$ cat src/rtl/add2bit.sv
// add2bit -- registered WIDTH-bit ripple-carry adder slice with carry in/out.
//
// Operands are captured on a rising clk edge where in_valid is high; the
// result is registered at that same edge, so it is visible one cycle after
// the operands were presented. When in_valid is low the result registers
// hold their value and out_valid drops.
//
// Because c_in only feeds the sum/carry registers, c_out may be wired
// straight back to c_in for multi-word chaining without creating a
// combinational loop. The carry of word k is then absorbed by word k+1 on
// the following cycle.
//
// Optional build macro: ADD2BIT_OVF_EN
//   When defined, adds the registered output ovf. This is the
//   two's-complement signed overflow flag (carry into MSB ^ carry out of
//   MSB).
//
// Parameters:
//   WIDTH     operand / sum width, 1..32 (default 2)
// Ports:
//   clk       system clock, rising edge
//   rst       synchronous active-high reset; has priority over in_valid
//   in_valid  capture a, b, c_in this edge
//   a, b      operands (WIDTH bits)
//   c_in      carry into bit 0
//   sum       registered {a+b+c_in}[WIDTH-1:0]
//   c_out     registered carry out of bit WIDTH-1
//   out_valid registered, high for one cycle after each capture
//   ovf       (ADD2BIT_OVF_EN only) registered signed overflow

// One full-adder stage of the ripple chain.
module add2bit_fa (
  input  logic a,
  input  logic b,
  input  logic ci,
  output logic s,
  output logic co
);
  assign s  = a ^ b ^ ci;
  assign co = (a & b) | (a & ci) | (b & ci);
endmodule

module add2bit #(
  parameter int WIDTH = 2
) (
  input  logic             clk,
  input  logic             rst,
  input  logic             in_valid,
  input  logic [WIDTH-1:0] a,
  input  logic [WIDTH-1:0] b,
  input  logic             c_in,
  output logic [WIDTH-1:0] sum,
  output logic             c_out,
  output logic             out_valid
`ifdef ADD2BIT_OVF_EN
  ,
  output logic             ovf
`endif
);

  // carry[i] is the carry into stage i; carry[WIDTH] is the carry out.
  logic [WIDTH:0]   carry;
  logic [WIDTH-1:0] sum_nxt;

  assign carry[0] = c_in;

  for (genvar i = 0; i < WIDTH; i++) begin : g_fa
    add2bit_fa u_fa (
      .a  (a[i]),
      .b  (b[i]),
      .ci (carry[i]),
      .s  (sum_nxt[i]),
      .co (carry[i+1])
    );
  end

  // Result registers. They only load on a qualified edge, so idle cycles
  // keep the last result for consumers that sample late.
  always_ff @(posedge clk) begin
    if (rst) begin
      sum   <= '0;
      c_out <= 1'b0;
    end else if (in_valid) begin
      sum   <= sum_nxt;
      c_out <= carry[WIDTH];
    end
  end

  // Single-stage valid pipe. This follows in_valid directly and does not
  // hold, so out_valid is a one-cycle strobe per capture.
  always_ff @(posedge clk) begin
    if (rst) out_valid <= 1'b0;
    else     out_valid <= in_valid;
  end

`ifdef ADD2BIT_OVF_EN
  // Signed overflow occurs when the carry into the sign bit differs from
  // the carry out of it.
  logic ovf_nxt;
  assign ovf_nxt = carry[WIDTH] ^ carry[WIDTH-1];

  always_ff @(posedge clk) begin
    if (rst)           ovf <= 1'b0;
    else if (in_valid) ovf <= ovf_nxt;
  end
`endif

endmodule

$ cat config.mk
export PLATFORM = sky130hd
export DESIGN_NAME = add2bit
export DESIGN_NICKNAME = d
export VERILOG_FILES = /design/src/rtl/add2bit.sv
export SDC_FILE = /design/constraint.sdc
export NUM_CORES = 1
export LEC_CHECK = 0
export CAP_MARGIN = 5
export CORE_AREA = 5 5 42 44
export CTS_CLUSTER_DIAMETER = 120
export CTS_CLUSTER_SIZE = 25
export DETAILED_ROUTE_END_ITERATION = 10
export DIE_AREA = 0 0 47 49
export PLACE_DENSITY = 0.43
export SLEW_MARGIN = 20
export SYNTH_ARGS = -nofsm -noshare
export SYNTH_HDL_FRONTEND = slang
export SYNTH_SLANG_ARGS = --single-unit
$ cat constraint.sdc
create_clock -name clk -period 3.4 [get_ports clk]
set_input_delay 0.68 -clock clk [delete_from_list [all_inputs] [get_ports clk]]
set_output_delay 0.68 -clock clk [all_outputs]
set_load 0.05 [all_outputs]
==> impl_metrics.env, run 1 <==
export IMPL_crit_path_end_kind="flop"
export IMPL_syn_area_um2=178.9
export IMPL_tightest_slew_ns=0.4993
export IMPL_grt_pass1_vias=190
export IMPL_overflow=0
export IMPL_hold_viol=0
export IMPL_fin_cells=48
export IMPL_rr_endpoint="sum[0]"
export IMPL_path_max_fanout=1
export IMPL_ys_ff_latch=4
export IMPL_slowest_stage="clkdlybuf4s50_1"
export IMPL_ctsHoldBuffers=0
export IMPL_synthMuxAreaShare_pct=0
export IMPL_firstDrtPassIters=2
export IMPL_core_mm2=0.001401
export IMPL_antenna_found_initial=0
export IMPL_avgSynthCellArea_um2=9.940
export IMPL_post_cts_resized=0
export IMPL_tns_ns=0
export IMPL_num_rows=14
export IMPL_synth_top_family_by_area="adder cells"
export IMPL_setup_viol=0
export IMPL_grt_busiest_layer="met2"
export IMPL_cts_buffers=3
export IMPL_start_kind="input port"
export IMPL_path_cells="clkdlybuf4s50_1 > inv_1 > fa_1 > fa_1 > a211oi_1"
export IMPL_die_width_um=47
export IMPL_start_util_pct=12.77
export IMPL_drive_gt1_share_pct=9.375
export IMPL_wl_per_cell_um=8.542
export IMPL_slew_headroom_pct=66.61
export IMPL_r2r_slack_ns=2.75
export IMPL_synth_simple_area_share_pct=9.790
export IMPL_syn_instance_count=18
export IMPL_cts_setup_buffers=0
export IMPL_peakVddDrop_mv=0.1263
export IMPL_hold_depth=2
export IMPL_power_density_mw_per_mm2=457.2
export IMPL_drt_wl_total_um=410
export IMPL_drc_errors=0
export IMPL_p_leak_nw=0.1413
export IMPL_antennaDiodeCount=0
export IMPL_synth_flop_cell="dfxtp_1"
export IMPL_grt_pass1_wl_um=765
export IMPL_rsz0062_at_grt="no"
export IMPL_synth_xor_area_share_pct=0
export IMPL_arrival_ns=2.30
export IMPL_nFillCells=166
export IMPL_vias=160
export IMPL_use_met3_pct=4.797
export IMPL_ys_top_cells_by_area="dfxtp_1, fa_1, a211oi_1"
export IMPL_fin_crit_ns=2.148
export IMPL_reg2regPathDepth=2
export IMPL_gp_congestion=0.6999
export IMPL_holdPathEnd="c_out"
export IMPL_cp_data_required_time_ns=3.56
export IMPL_worstHoldStart="c_out"
export IMPL_synth_top_cells_by_count="inv_1, dfxtp_1, a211oi_1, nor2_1, fa_1"
export IMPL_die_y_um=49
export IMPL_cts_tree="yes"
export IMPL_viasPerCell=3.333
export IMPL_dp_cells=45
export IMPL_drt_initial_drc_count=1
export IMPL_io_buffers=11
export IMPL_netlist_top_cell_by_area="dfxtp_1"
export IMPL_htreeDepth=1
export IMPL_worstSetupPathType="in -> reg"
export IMPL_max_cap_viol_count=0
export IMPL_ios=12
export IMPL_fmax_mhz=465.6
export IMPL_clockBufferDepth=2
export IMPL_holdCritPathClass="reg -> reg"
export IMPL_ys_types=6
export IMPL_synth_edf_count=0
export IMPL_area_growth_pct=85.31
export IMPL_clk_pin_slew_ns=0.04
export IMPL_synth_most_common_cell="inv_1"
export IMPL_yosysWarnings=0
export IMPL_nets=44
export IMPL_max_stage_delay_ns=0.46
export IMPL_async_flop_share_pct=0
export IMPL_synth_compound_area_share_pct=12.59
export IMPL_ys_seq_area_share_pct=44.76
export IMPL_cts_root_buf="clkbuf_4"
export IMPL_finalClockSkew_ns=0
export IMPL_die_area_mm2=0.002303
export IMPL_clk_latency_ns=0.24
export IMPL_ant_nets=0
export IMPL_cts_sinks=4
export IMPL_use_met2_pct=5.882
export IMPL_reg2reg_from="sum[0]"
export IMPL_syn_nets=28
export IMPL_grt_max_degree=8
export IMPL_gr_usage_all_layers_pct=5.297
export IMPL_global_route_usage_met1_pct=5.322
export IMPL_crit_top_cell="fa_1"
export IMPL_synth_top_area_share_pct=44.76
export IMPL_slew_viol_final=0
export IMPL_synthAdderAreaFrac_pct=22.38
export IMPL_outcome="finished clean"
export IMPL_finalCritPeriodShare_pct=63.17
==> cell families (layout without fill, tap and decap cells) <==
logic type / Yosys count / in the layout
AO/OA/AOI/OAI: 3 / 3
buffers and inverters: 5 / 19
flip-flops: 4 / 4
AND/OR/NAND/NOR: 4 / 4
adder cells (fa/ha/maj): 2 / 2
==> how the worst max path moves through the flow <==
| stage | to | slack [ns] | from | cells after the start |
|---|---|---|---|---|
| 6_report | sum[1] | 1.25 | a[0] | 5 |
| 5_1_grt | sum[1] | 1.19 | a[0] | 5 |
| 4_1_cts | sum[1] | 1.23 | a[0] | 5 |
| 3_5_place_dp | sum[1] | 0.98 | a[0] | 5 |
| 3_3_place_gp | sum[1] | 1.04 | a[0] | 5 |
| 2_1_floorplan | sum[1] | 1.55 | a[0] | 4 |
==> per-stage QoR <==
step                setup slack, ns  instance area (µm²)  util [%]  hold slack (ns)  power (mW)
floorplan                     1.548                178.9         -           0.6924     0.07447
global placement              1.037                309.0     22.05           0.4845     0.09256
detailed placement           0.9819                309.0     22.05           0.4771     0.09363
CTS                           1.230                331.6     23.66           0.4824      0.1545
global route                  1.192                331.6     23.66           0.5198      0.1631
finish                        1.252                331.6     23.66           0.4836      0.1516
==> report_power, final <==
| part | leakage (nW) | switching (mW) | internal [mW] |
|---|---|---|---|
| Clock | 0.0138 | 0.0200 | 0.0395 |
| Sequential | 0.0333 | 0.00170 | 0.0510 |
| Combinational | 0.0942 | 0.0217 | 0.0177 |
| Total | 0.141 | 0.0434 | 0.108 |
==> placed cells by master (no fill, tap or decap), drive strengths merged <==
cell type      netlist  routed
a211oi               3       3
clkbuf               0       3
clkdlybuf4s50        0      11
dfxtp                4       4
fa                   2       2
inv                  5       5
nor2                 3       3
nor2b                1       1
==> sequential cells by signal (all words and copies together) (netlist names) <==
name and count:
c_out 1, out_valid 1, sum 2
==> critical path: cells and delay by family <==
family                     cells  cell delay, ns
AOI/OAI and AO/OA              1            0.22
buffers and inverters          2            0.52
adders and majority gates      2            0.90
==> final cells by class <==
class,instances,area (µm²),area share (%)
Multi-Input combinational cell,9,80.08,24.15
Timing Repair Buffer,11,110.1,33.21
Tap cell,16,20.02,6.038
Inverter,5,18.77,5.660
Sequential cell,4,80.08,24.15
Clock buffer,3,22.52,6.792
==> routing by layer <==
metal	routed length, µm	up-vias
met2	128	15
met1	170	60
li1	-	83
met4	15	0
met5	0	-
met3	95	2
Power figures use the tool's default switching activity.
==> inputs of run 2 (changes only) <==
Settings changed: PLACE_DENSITY 0.43 to 0.45.
Clock period 3.4 ns to 1.9 ns, I/O delays scaled along.
==> run 2 against run 1 <==
  * Global-route usage up 0.28 points
  * Combinational power up 90%
  * Flip-flop and latch count unchanged
  * Sequential share of layout area down 0.53 points
  * Clock-buffer cell count unchanged
  * Non-clock buffer count unchanged
  * Clock power up 80%
  * Via count up 7.5%
  * First-iteration DRC count unchanged
  * Critical path depth unchanged
  * Sequential power up 79%
  * Final cell count unchanged
  * Critical endpoint unchanged
==> impl_metrics.env, run 2 (synthesized netlist as in run 1, its figures left out) <==
export IMPL_cp_data_required_time_ns=2.06
export IMPL_dp_cells=45
export IMPL_area_growth_pct=89.51
export IMPL_ant_nets=0
export IMPL_seqPwrFrac_pct=34.2
export IMPL_fmax_mhz=553.0
export IMPL_drc_errors=0
export IMPL_wl_per_cell_um=10.17
export IMPL_vias=172
export IMPL_antennaDiodeCount=0
export IMPL_hold_viol=0
export IMPL_drt_wl_total_um=488
export IMPL_clockBufferDepth=2
export IMPL_worstSetupStartpoint="a[0]"
export IMPL_combPwrFrac_pct=27.1
export IMPL_outcome="finished clean"
export IMPL_finalCritPeriodShare_pct=95.17
export IMPL_viasPerCell=3.583
export IMPL_die_area_mm2=0.002303
export IMPL_die_width_um=47
export IMPL_die_y_um=49
export IMPL_grt_pass1_vias=202
export IMPL_gr_usage_all_layers_pct=5.575
export IMPL_power_density_mw_per_mm2=815.1
export IMPL_overflow=0
export IMPL_path_max_fanout=1
export IMPL_finalClockSkew_ns=0
export IMPL_ctsHoldBuffers=0
export IMPL_reg_top3="sum (2), c_out (1), out_valid (1)"
export IMPL_p_clk_share_pct=38.7
export IMPL_gp_congestion=0.6460
export IMPL_worstHoldStart="c_out"
export IMPL_slew_headroom_pct=66.85
export IMPL_start_kind="input port"
export IMPL_cell_internal_pwr_uw=195.5
export IMPL_slowest_stage="fa_1"
export IMPL_max_cap_viol_count=0
export IMPL_crit_path_end_kind="flop"
export IMPL_layout_commonest_cell="clkdlybuf4s50_1"
export IMPL_design_area_um2=339.1
export IMPL_nets=44
export IMPL_p_leak_nw=0.1415
export IMPL_final_util_pct=24.20
export IMPL_placed_cell_area_um2=309.0
export IMPL_setup_viol=0
export IMPL_ios=12
export IMPL_r2r_slack_ns=1.24
export IMPL_drive_gt1_share_pct=15.63
export IMPL_antenna_found_initial=0
export IMPL_fin_crit_ns=1.808
export IMPL_regMostFlops="sum"
export IMPL_cts_tree="yes"
export IMPL_tightest_slew_ns=0.4956
export IMPL_reg2regPathDepth=2
export IMPL_cts_sinks=4
export IMPL_grt_pass1_wl_um=834
export IMPL_cts_buffers=3
export IMPL_worstSetupPathType="in -> reg"
export IMPL_arrival_ns=1.97
export IMPL_holdCritPathClass="reg -> reg"
export IMPL_critical_path_endpoint="sum[1]"
export IMPL_cp_depth=5
export IMPL_clk_latency_ns=0.23
export IMPL_layout_common_cells="clkdlybuf4s50_1, inv_1, dfxtp_1"
export IMPL_slew_viol_final=0
export IMPL_rsz0062_at_grt="no"
export IMPL_hold_depth=2
export IMPL_holdWs_ns=0.4927
export IMPL_htreeDepth=1
export IMPL_rr_endpoint="sum[0]"
export IMPL_switchingPower_uw=80.94
export IMPL_firstDrtPassIters=2
export IMPL_switching_share_pct=29.28
export IMPL_cts_setup_buffers=0
export IMPL_post_cts_resized=0
export IMPL_num_rows=14
export IMPL_drt_initial_drc_count=1
export IMPL_fin_cells=48
export IMPL_clk_pin_slew_ns=0.04
export IMPL_largest_reg_flops=2
export IMPL_worst_path_buf_inv=2
export IMPL_path_cells="clkdlybuf4s50_1 > inv_1 > fa_2 > fa_1 > a211oi_2"
export IMPL_p_total_uw=276.4
export IMPL_start_util_pct=12.77
export IMPL_crit_family="adder cells"
export IMPL_grt_max_degree=8
export IMPL_max_stage_delay_ns=0.48
export IMPL_cts_root_buf="clkbuf_4"
export IMPL_io_buffers=11
export IMPL_core_mm2=0.001401
export IMPL_reg2reg_from="sum[0]"
export IMPL_peakVddDrop_mv=0.3114
-- run 2: metal layers --
layer | GRT usage (%) | part of all wire, % | vias up
met5 | 0 | 0 | -
met4 | 2.765 | 0 | 0
met3 | 6.273 | 15 | 0
met2 | 6.335 | 43 | 12
met1 | 6.195 | 42 | 75
li1 | - | - | 85
-- run 2: power groups by stage --
| stage | clock network [mW] | logic, mW | registers, mW |
|---|---|---|---|
| finish | 0.107 | 0.0748 | 0.0944 |
| global route | 0.122 | 0.0806 | 0.0952 |
| CTS | 0.115 | 0.0731 | 0.0944 |
| detailed placement | 0 | 0.0729 | 0.0957 |
| global placement | 0 | 0.0707 | 0.0954 |
| floorplan | 0 | 0.0146 | 0.119 |
-- run 2: worst min path at each step --
stage                 to  slack, ns
2_1_floorplan  out_valid       0.45
5_1_grt            c_out       0.50
3_5_place_dp       c_out       0.48
4_1_cts            c_out       0.49
3_3_place_gp       c_out       0.47
6_report           c_out       0.49
-- run 2: worst reg2reg max path, stage by stage (launching register included) --
cell and delay [ns]:
dfxtp_1 0.33, nor2_1 0.05, a211oi_1 0.20
-- run 2: layout make-up --
cell class | instances | area, µm²
tap | 16 | 20.02
sequential | 4 | 80.08
multi-input combinational | 9 | 87.58
fill | 166 | 1062
clock buffer | 3 | 22.52
timing repair buffer | 11 | 110.1
inverter | 5 | 18.77
-- run 2: through the flow --
stage | setup WS [ns] | TNS (ns)
after detailed placement | -0.1996 | -0.3396
after global placement | -0.1577 | -0.2707
after CTS | 0.05070 | 0
after global routing | 0.02467 | 0
final | 0.09183 | 0
after floorplan | 0.3476 | 0
